`src/rtl/multicycle_control_fsm_if.sv`:
```
// Memory-port handshake bundle between the multicycle control FSM and the
// shared instruction/data memory.
//   mem_req   : FSM requests a memory access this cycle
//   mem_ready : memory completes the access this cycle
//   MemWrite  : access is a data write
//   AdrSrc    : address select, 0 PC, 1 ALUOut
//   bus_err   : one-cycle pulse, memory wait timed out
interface multicycle_control_fsm_if;
    logic mem_req;
    logic mem_ready;
    logic MemWrite;
    logic AdrSrc;
    logic bus_err;

    modport master (
        output mem_req,
        output MemWrite,
        output AdrSrc,
        output bus_err,
        input  mem_ready
    );

    modport slave (
        input  mem_req,
        input  MemWrite,
        input  AdrSrc,
        input  bus_err,
        output mem_ready
    );
endinterface

```
`src/rtl/multicycle_control_fsm.sv`:
```
// Main control state machine for the multicycle RV32I core. Sequences the
// shared ALU, memory port, register file and PC over several cycles per
// instruction, stalls on mem_ready and aborts a memory wait after
// BUS_TIMEOUT cycles.
//   clk        : core clock, rising edge
//   rst        : asynchronous active-low reset
//   op         : opcode field from the instruction register
//   Zero       : ALU zero flag (branch decision)
//   mem        : memory handshake bundle (master side)
//   ALU_Op     : 00 add, 01 subtract, 10 decode func3/func7
//   ALUSrcA    : 00 PC, 01 OldPC, 10 RD1
//   ALUSrcB    : 00 RD2, 01 ImmExt, 10 constant 4
//   ResultSrc  : 00 ALUOut, 01 memory data, 10 ALUResult
//   IRWrite, PCWrite, RegWrite : write enables
//   illegal_op : one-cycle pulse on an unsupported opcode
//   state_dbg  : current state encoding
module multicycle_control_fsm #(
    parameter int unsigned BUS_TIMEOUT = 16
) (
    input  logic                            clk,
    input  logic                            rst,
    input  logic [6:0]                      op,
    input  logic                            Zero,
    multicycle_control_fsm_if.master        mem,
    output logic [1:0]                      ALU_Op,
    output logic [1:0]                      ALUSrcA,
    output logic [1:0]                      ALUSrcB,
    output logic [1:0]                      ResultSrc,
    output logic                            IRWrite,
    output logic                            PCWrite,
    output logic                            RegWrite,
    output logic                            illegal_op,
    output logic [3:0]                      state_dbg
);

    typedef enum logic [3:0] {
        FETCH    = 4'd0,
        DECODE   = 4'd1,
        MEMADR   = 4'd2,
        MEMREAD  = 4'd3,
        MEMWB    = 4'd4,
        MEMWRITE = 4'd5,
        EXECUTER = 4'd6,
        EXECUTEI = 4'd7,
        ALUWB    = 4'd8,
        BEQ      = 4'd9,
        JAL      = 4'd10
    } state_t;

    state_t     state;
    state_t     state_next;
    logic [7:0] wait_cnt;
    logic       mem_state;
    logic       timeout;
    logic       ir_w, pc_w, rw_w, mw_w, req_w, ill_w;

    always_comb begin
        mem_state = (state == FETCH) || (state == MEMREAD) || (state == MEMWRITE);
        timeout   = mem_state && !mem.mem_ready && (wait_cnt == 8'(BUS_TIMEOUT - 1));
    end

    // Outputs decode combinationally from the registered state because the
    // enables are qualified by mem_ready/Zero in the same cycle.
    always_comb begin
        state_next = state;
        ALU_Op     = 2'b00;
        ALUSrcA    = 2'b00;
        ALUSrcB    = 2'b00;
        ResultSrc  = 2'b00;
        mem.AdrSrc = 1'b0;
        ir_w       = 1'b0;
        pc_w       = 1'b0;
        rw_w       = 1'b0;
        mw_w       = 1'b0;
        req_w      = 1'b0;
        ill_w      = 1'b0;
        case (state)
            FETCH: begin
                req_w     = 1'b1;
                ALUSrcB   = 2'b10;
                ResultSrc = 2'b10;
                ir_w      = mem.mem_ready;
                pc_w      = mem.mem_ready;
                if (mem.mem_ready) state_next = DECODE;
            end
            DECODE: begin
                ALUSrcA = 2'b01;
                ALUSrcB = 2'b01;
                case (op)
                    7'b0000011, 7'b0100011: state_next = MEMADR;
                    7'b0110011:             state_next = EXECUTER;
                    7'b0010011:             state_next = EXECUTEI;
                    7'b1100011:             state_next = BEQ;
                    7'b1101111:             state_next = JAL;
                    default: begin
                        state_next = FETCH;
                        ill_w      = 1'b1;
                    end
                endcase
            end
            MEMADR: begin
                ALUSrcA    = 2'b10;
                ALUSrcB    = 2'b01;
                state_next = (op == 7'b0000011) ? MEMREAD : MEMWRITE;
            end
            MEMREAD: begin
                mem.AdrSrc = 1'b1;
                req_w      = 1'b1;
                if (mem.mem_ready) state_next = MEMWB;
            end
            MEMWB: begin
                ResultSrc  = 2'b01;
                rw_w       = 1'b1;
                state_next = FETCH;
            end
            MEMWRITE: begin
                mem.AdrSrc = 1'b1;
                req_w      = 1'b1;
                mw_w       = 1'b1;
                if (mem.mem_ready) state_next = FETCH;
            end
            EXECUTER: begin
                ALUSrcA    = 2'b10;
                ALU_Op     = 2'b10;
                state_next = ALUWB;
            end
            EXECUTEI: begin
                ALUSrcA    = 2'b10;
                ALUSrcB    = 2'b01;
                ALU_Op     = 2'b10;
                state_next = ALUWB;
            end
            ALUWB: begin
                rw_w       = 1'b1;
                state_next = FETCH;
            end
            BEQ: begin
                ALUSrcA    = 2'b10;
                ALU_Op     = 2'b01;
                pc_w       = Zero;
                state_next = FETCH;
            end
            JAL: begin
                ALUSrcA    = 2'b01;
                ALUSrcB    = 2'b10;
                pc_w       = 1'b1;
                state_next = ALUWB;
            end
            default: state_next = FETCH;
        endcase

        if (timeout) state_next = FETCH;

        // A timed-out cycle commits no writes; reset gates every enable.
        IRWrite      = rst && ir_w && !timeout;
        PCWrite      = rst && pc_w && !timeout;
        RegWrite     = rst && rw_w && !timeout;
        mem.MemWrite = rst && mw_w && !timeout;
        mem.mem_req  = rst && req_w;
        illegal_op   = rst && ill_w;
        mem.bus_err  = rst && timeout;
        state_dbg    = state;
    end

    always_ff @(posedge clk or negedge rst) begin
        if (!rst) begin
            state    <= FETCH;
            wait_cnt <= '0;
        end else begin
            state <= state_next;
            if (timeout || (state_next != state) || mem.mem_ready)
                wait_cnt <= '0;
            else if (mem_state)
                wait_cnt <= wait_cnt + 8'd1;
        end
    end

endmodule
```
`src/flat_wrapper.sv`:
```
// flat-port wrapper written by rule: the top's interface ports become plain ports
module multicycle_control_fsm_flat 
#(
    parameter int unsigned BUS_TIMEOUT = 16
)
  (clk, rst, op, Zero, ALU_Op, ALUSrcA, ALUSrcB, ResultSrc, IRWrite, PCWrite, RegWrite, illegal_op, state_dbg, mem_mem_req, mem_MemWrite, mem_AdrSrc, mem_bus_err, mem_mem_ready);
  multicycle_control_fsm_if mem_i ();
  input  logic clk;
  input  logic rst;
  input  logic [6:0] op;
  input  logic Zero;
  output logic [1:0] ALU_Op;
  output logic [1:0] ALUSrcA;
  output logic [1:0] ALUSrcB;
  output logic [1:0] ResultSrc;
  output logic IRWrite;
  output logic PCWrite;
  output logic RegWrite;
  output logic illegal_op;
  output logic [3:0] state_dbg;
  output wire logic [$bits(mem_i.mem_req)-1:0] mem_mem_req;
  output wire logic [$bits(mem_i.MemWrite)-1:0] mem_MemWrite;
  output wire logic [$bits(mem_i.AdrSrc)-1:0] mem_AdrSrc;
  output wire logic [$bits(mem_i.bus_err)-1:0] mem_bus_err;
  input wire logic [$bits(mem_i.mem_ready)-1:0] mem_mem_ready;
  assign mem_mem_req = mem_i.mem_req;
  assign mem_MemWrite = mem_i.MemWrite;
  assign mem_AdrSrc = mem_i.AdrSrc;
  assign mem_bus_err = mem_i.bus_err;
  assign mem_i.mem_ready = mem_mem_ready;
  multicycle_control_fsm #(.BUS_TIMEOUT(BUS_TIMEOUT)) u_core (.clk(clk), .rst(rst), .op(op), .Zero(Zero), .mem(mem_i), .ALU_Op(ALU_Op), .ALUSrcA(ALUSrcA), .ALUSrcB(ALUSrcB), .ResultSrc(ResultSrc), .IRWrite(IRWrite), .PCWrite(PCWrite), .RegWrite(RegWrite), .illegal_op(illegal_op), .state_dbg(state_dbg));
endmodule
```
`config.mk`:
```
export PLATFORM = sky130hd
export DESIGN_NAME = multicycle_control_fsm_flat
export DESIGN_NICKNAME = d
export VERILOG_FILES = /design/src/rtl/multicycle_control_fsm_if.sv /design/src/rtl/multicycle_control_fsm.sv /design/src/flat_wrapper.sv
export SDC_FILE = /design/constraint.sdc
export NUM_CORES = 1
export LEC_CHECK = 0
export CAP_MARGIN = 30
export CORE_UTILIZATION = 45
export CTS_BUF_LIST = sky130_fd_sc_hd__clkbuf_16
export CTS_CLUSTER_DIAMETER = 50
export DETAILED_ROUTE_END_ITERATION = 12
export PLACE_DENSITY = 0.76
export SLEW_MARGIN = 25
export SYNTH_ARGS = -nofsm -noshare
export SYNTH_HDL_FRONTEND = slang
export SYNTH_SLANG_ARGS = --single-unit
```
`constraint.sdc`:
```
create_clock -name clk -period 3.5 [get_ports clk]
set_input_delay 0.7 -clock clk [delete_from_list [all_inputs] [get_ports clk]]
set_output_delay 0.7 -clock clk [all_outputs]
set_load 0.03 [all_outputs]
```
# Word level (Yosys, flattened, before mapping)
# Cells that the tools add are included.
[classes]
addsub = 1
n_eq_ne = 18
n_mux = 21
reduce_logical = 32
[op_table]
columns = ["operator", "count"]
rows = [
  ["4-bit case mux with 6 select lines", 1],
  ["4-bit case mux with 5 select lines", 1],
  ["4-bit by 3-bit equality test with 1-bit output, second input constant", 4],
  ["4-bit two-way mux", 4],
  ["8-bit two-way mux", 2],
  ["2-bit case mux with 2 select lines", 4],
  ["7-bit by 6-bit equality test with 1-bit output, second input constant", 2],
  ["7-bit equality test, second input constant", 2],
  ["1-bit logical AND", 13],
  ["4-bit equality test, second input constant", 3],
  ["2-bit OR reduction", 6],
  ["3-bit OR reduction", 3],
  ["8-bit by 1-bit adder with 8-bit output, second input constant", 1],
  ["4-bit by 2-bit equality test with 1-bit output, second input constant", 2],
  ["8-bit by 4-bit equality test with 1-bit output, second input constant", 1],
  ["7-bit by 2-bit equality test with 1-bit output, second input constant", 1],
  ["7-bit by 5-bit equality test with 1-bit output, second input constant", 1],
  ["1-bit two-way mux", 7],
  ["6-bit OR reduction", 1],
  ["4-bit by 1-bit equality test with 1-bit output, second input constant", 1],
  ["4-bit logical NOT", 1],
  ["1-bit logical OR", 4],
  ["4-bit inequality test", 1],
  ["4-bit OR reduction", 1],
  ["4 further kinds", 5],
]
[word_totals]
register_bits = 12
in_bits = 11
output_inout_bits = 20
wordCells = 74

# Logic depth before layout (Yosys ltp)
[depth]
depth_word = 10
mapped_depth = 8
mapped_depth_nobuf = 6

# Least setup slack after synthesis
# Ideal clock, no wire load.
[synth_timing]
path_type = "register to output"
startpoint = "register u_core.state[1] (netlist: u_core.state_dbg[1])"
endpoint = "output RegWrite"
arrival_ns = 2.934
required_time_ns = 2.800
path_slack_ns = -0.134
path_stages_with_launch = 6
n_path_buf = 0
cell_sequence = "dfrtp_1 nor4_1 o21bai_1 nand3_1 nand2_1 a2111oi_0"
[synth_between]
elab_chain_cells = 7
elab_cells_between_ends = 14
classes_between = "eq/ne: 4; mux: 1; reduce/logical: 9"
[synth_rtl]
columns = ["item", "line_no", "source"]
rows = [
  ["start: declaration", "multicycle_control_fsm.sv:50", "state_t state;"],
  ["start signal: assignment", "multicycle_control_fsm.sv:170", "state <= state_next;"],
  ["4-bit by 2-bit equality test with 1-bit output or 4-bit logical NOT (tied branches)", "multicycle_control_fsm.sv:58", "mem_state = (state == FETCH) || (state == MEMREAD) || (state == MEMWRITE);"],
  ["1-bit logical OR (2 in series)", "multicycle_control_fsm.sv:58", ""],
  ["1-bit logical AND (2 in series)", "multicycle_control_fsm.sv:59", "timeout = mem_state && !mem.mem_ready && (wait_cnt == 8'(BUS_TIMEOUT - 1));"],
  ["1-bit logical NOT", "multicycle_control_fsm.sv:157", "RegWrite = rst && rw_w && !timeout;"],
  ["1-bit logical AND *", "multicycle_control_fsm.sv:157", ""],
  ["end: declaration", "flat_wrapper.sv:18", "output logic RegWrite;"],
]
# Mark *: on every way between the ends. The rest lies on a longest branch, timed or not.

# Worst setup path after layout
[layout_timing]
startpoint = "input mem_mem_ready"
endpoint = "output PCWrite"
[layout_between]
elab_chain_cells = 5
elab_cells_between_ends = 7
classes_between = "mux: 1; reduce/logical: 6"
[layout_rtl]
columns = ["item", "line_no", "source"]
rows = [
  ["start: declaration", "flat_wrapper.sv:25", "input wire logic [$bits(mem_i.mem_ready)-1:0] mem_mem_ready;"],
  ["1-bit logical NOT", "multicycle_control_fsm.sv:59", ""],
  ["1-bit logical AND (2 in series)", "multicycle_control_fsm.sv:59", ""],
  ["1-bit logical NOT", "multicycle_control_fsm.sv:156", "PCWrite = rst && pc_w && !timeout;"],
  ["1-bit logical AND *", "multicycle_control_fsm.sv:156", ""],
  ["end: declaration", "flat_wrapper.sv:17", "output logic PCWrite;"],
]
# Marked as above.

==> metrics.cfg <==
[status]
outcome=completed

[finish]
layout.cells.non_filler=198
area_growth_syn_to_layout_pct=39.26
utilization=0.6717
fin_nets=184
postLayoutCellArea_mm2=0.001500
antenna_cells=0
layout-drive-gt1-share=0.09412

[yosys]
yosys.area_share.simple=0.3508
synth_seq_cells=12
synth_nets=148
synth.area.mux_share=0.02787
seq_area_frac_synth=0.2787
synthCells=136
synth-compound-area-share=0.2079
synth_area_per_cell_um2=7.921
synthArstFlopShare=1.000
synth_top_family_by_area=simple AND/OR/NAND/NOR gates
synth_edf_count=0
yosysUniqueCellTypes=44
synth-xor-area-share=0.07317
synth_top_area_share=0.2787
synth_adder_area_share=0.01161
synth_ff_type=dfrtp_1
netlist_area_mm2=0.001077
ys_warn_count=0
synth_top_cell_by_area=dfrtp_1
ys_top_cells_by_area=dfrtp_1, nor2_1, nand2_1

[hold_path]
min_from=u_core.wait_cnt[7]
hold_end=u_core.wait_cnt[7]
hold_path_class=reg -> reg
hold_depth=2

[global_routing]
grt_pass1_wl_um=4698
grtUsageMet1=0.3260
antenna_found_initial=0
gr-total-overflow=0
grt.busiest_layer=met2
grt_util_met3=0.04464
use_met2=0.3904
grt_pass1_vias=1033
grt.total_usage=0.2379
grt_max_degree=17

[placed_design]
placed_cells=195
dp_hpwl_um=2126
port_buffers=30
dpl_cell_area_mm2=0.001425
routabilityCongestion=0.8629

[pwr]
ir_drop_mv=0.5730
cellLeakagePower_nw=0.6132
p_per_area_mw_per_mm2=343.1
power_mw=0.5148

[setup_path]
critPathMaxFanout=7
crit_path_top_delay_cell=clkdlybuf4s50_1
slowest_delay_ns=0.70
r2r_end=u_core.wait_cnt[4]
worst_ep_arrival_time_ns=2.65
critical_path_class=in -> out
cp.required_ns=2.80
r2r_cells=7
end_kind=output port
cp_cell_sequence=clkdlybuf4s50_1 > nor2_1 > nand3_1 > nand2_1 > nor3_1 > clkdlybuf4s50_1
regToRegStartpoint=u_core.state_dbg[0]
cp-startpoint=mem_mem_ready
crit_top_cell=clkdlybuf4s50_1
critPathLaunchType=input pin
r2r_setup_slack_ns=1.13

[timing]
maxSlewViolCount=0
hold_viol=0
finalSetupViolCount=0
fin_tns_setup_ns=0
finalCriticalPeriod_ns=3.349
finalCritPeriodShare=0.9568
tightest_slew_ns=0.5520
fmax_mhz=298.6
fin_skew_ns=0.004867
max_slew_margin=0.6268
grt_setup_unrepaired=false

[detailed_routing]
drt-vias-per-instance=5.838
first_pass_iters=6
wl_per_cell_um=14.02
vias=1156
drt_iter0_markers=57
antenna_left=0
wirelength_um=2776
drc=0

[clock_tree]
cts_root_buf=clkbuf_16
h-tree-depth=1
holdBufCountCts=0
post-cts-setup-buffers=0
tritoncts=built
path_clk_slew_ns=0.04
clock-sinks=12
clk_path_buf_depth=2
cts_inserted_buffers=3
clk_latency_ns=0.24
cts_resized=0

[flow_run]
max-cap-violations=0

[floorplanning]
io_pins=31
die_x_um=50.93
die_h_um=50.93
num_rows=17
fp.coreArea_mm2=0.002233
initial_core_util=0.4824
die_area_mm2=0.002594

## registers in the layout, indices dropped and copies added (netlist names)
name,flops
u_core.wait_cnt,8
u_core.state_dbg,4
## per-stage QoR
stage                     hold slack (ns)  setup WS, ns
after floorplan                    0.4044        0.1602
after global placement             0.5292        0.2389
after detailed placement           0.5456        0.1501
after CTS                          0.5557        0.1511
after global routing               0.5726       0.01861
final                              0.5551        0.1512
## Yosys cell counts, types with 3 or more instances
library cell	count
a21oi_1	6
o21ai_0	3
xor2_1	4
nand4_1	4
nor4_1	4
dfrtp_1	12
nand2b_1	6
nand2_1	12
inv_1	6
xnor2_1	5
nor2_1	27
nand3_1	3
nor3_1	5
mux2i_1	3
## report_power, final
part | switching, mW | internal (mW)
sequential | 0.0101 | 0.145
clock | 0.0519 | 0.148
combinational | 0.0890 | 0.0708
total | 0.151 | 0.364
## worst max-delay path by stage
stage | cells past startpoint | to | slack, ns
after floorplan | 5 | mem_bus_err | 0.16
after global placement | 6 | PCWrite | 0.24
after detailed placement | 6 | PCWrite | 0.15
after CTS | 6 | PCWrite | 0.15
after global routing | 6 | PCWrite | 0.02
final | 6 | PCWrite | 0.15
## cell type report
type,count,area (um^2)
Fill cell,194,733.2
Clock buffer,3,75.07
Sequential cell,12,300.3
Timing Repair Buffer,36,342.8
Multi-Input combinational cell,113,724.4
Inverter,6,22.52
Tap cell,28,35.03
## kinds of logic after synthesis
kind of cell / Yosys count
and+or+nand+nor: 74
buffers and inverters: 11
adders and majority gates: 1
muxes: 3
AOI/OAI and AO/OA: 26
DFF: 12
xor gates and xnor gates: 9
## per-layer routing
layer  vias up  part of all wire
li1        562                 -
met1       552              0.48
met2        40              0.47
met3         2             0.045
met4         0            0.0029
met5         -                 0
## worst max-delay path, delay by kind of cell
kind,cells,cell delay (ns)
buf+inv,2,1.31
simple gates,4,0.64
## cells in the final DEF, fill, tap and decap left out, types with 3 or more instances in the layout
cell and n:
nand3_1 3, nand4_1 4, xor2_1 4, nand2_1 12
buf_4 7, o21ai_0 3, nor3_1 5, nor2_1 27
clkbuf_16 3, nor4_1 4, a21oi_1 6, xnor2_1 5
nand2b_1 6, clkdlybuf4s50_1 29, inv_1 6, mux2i_1 3
dfrtp_1 12
Note: power is estimated with default switching activity, not from simulation.
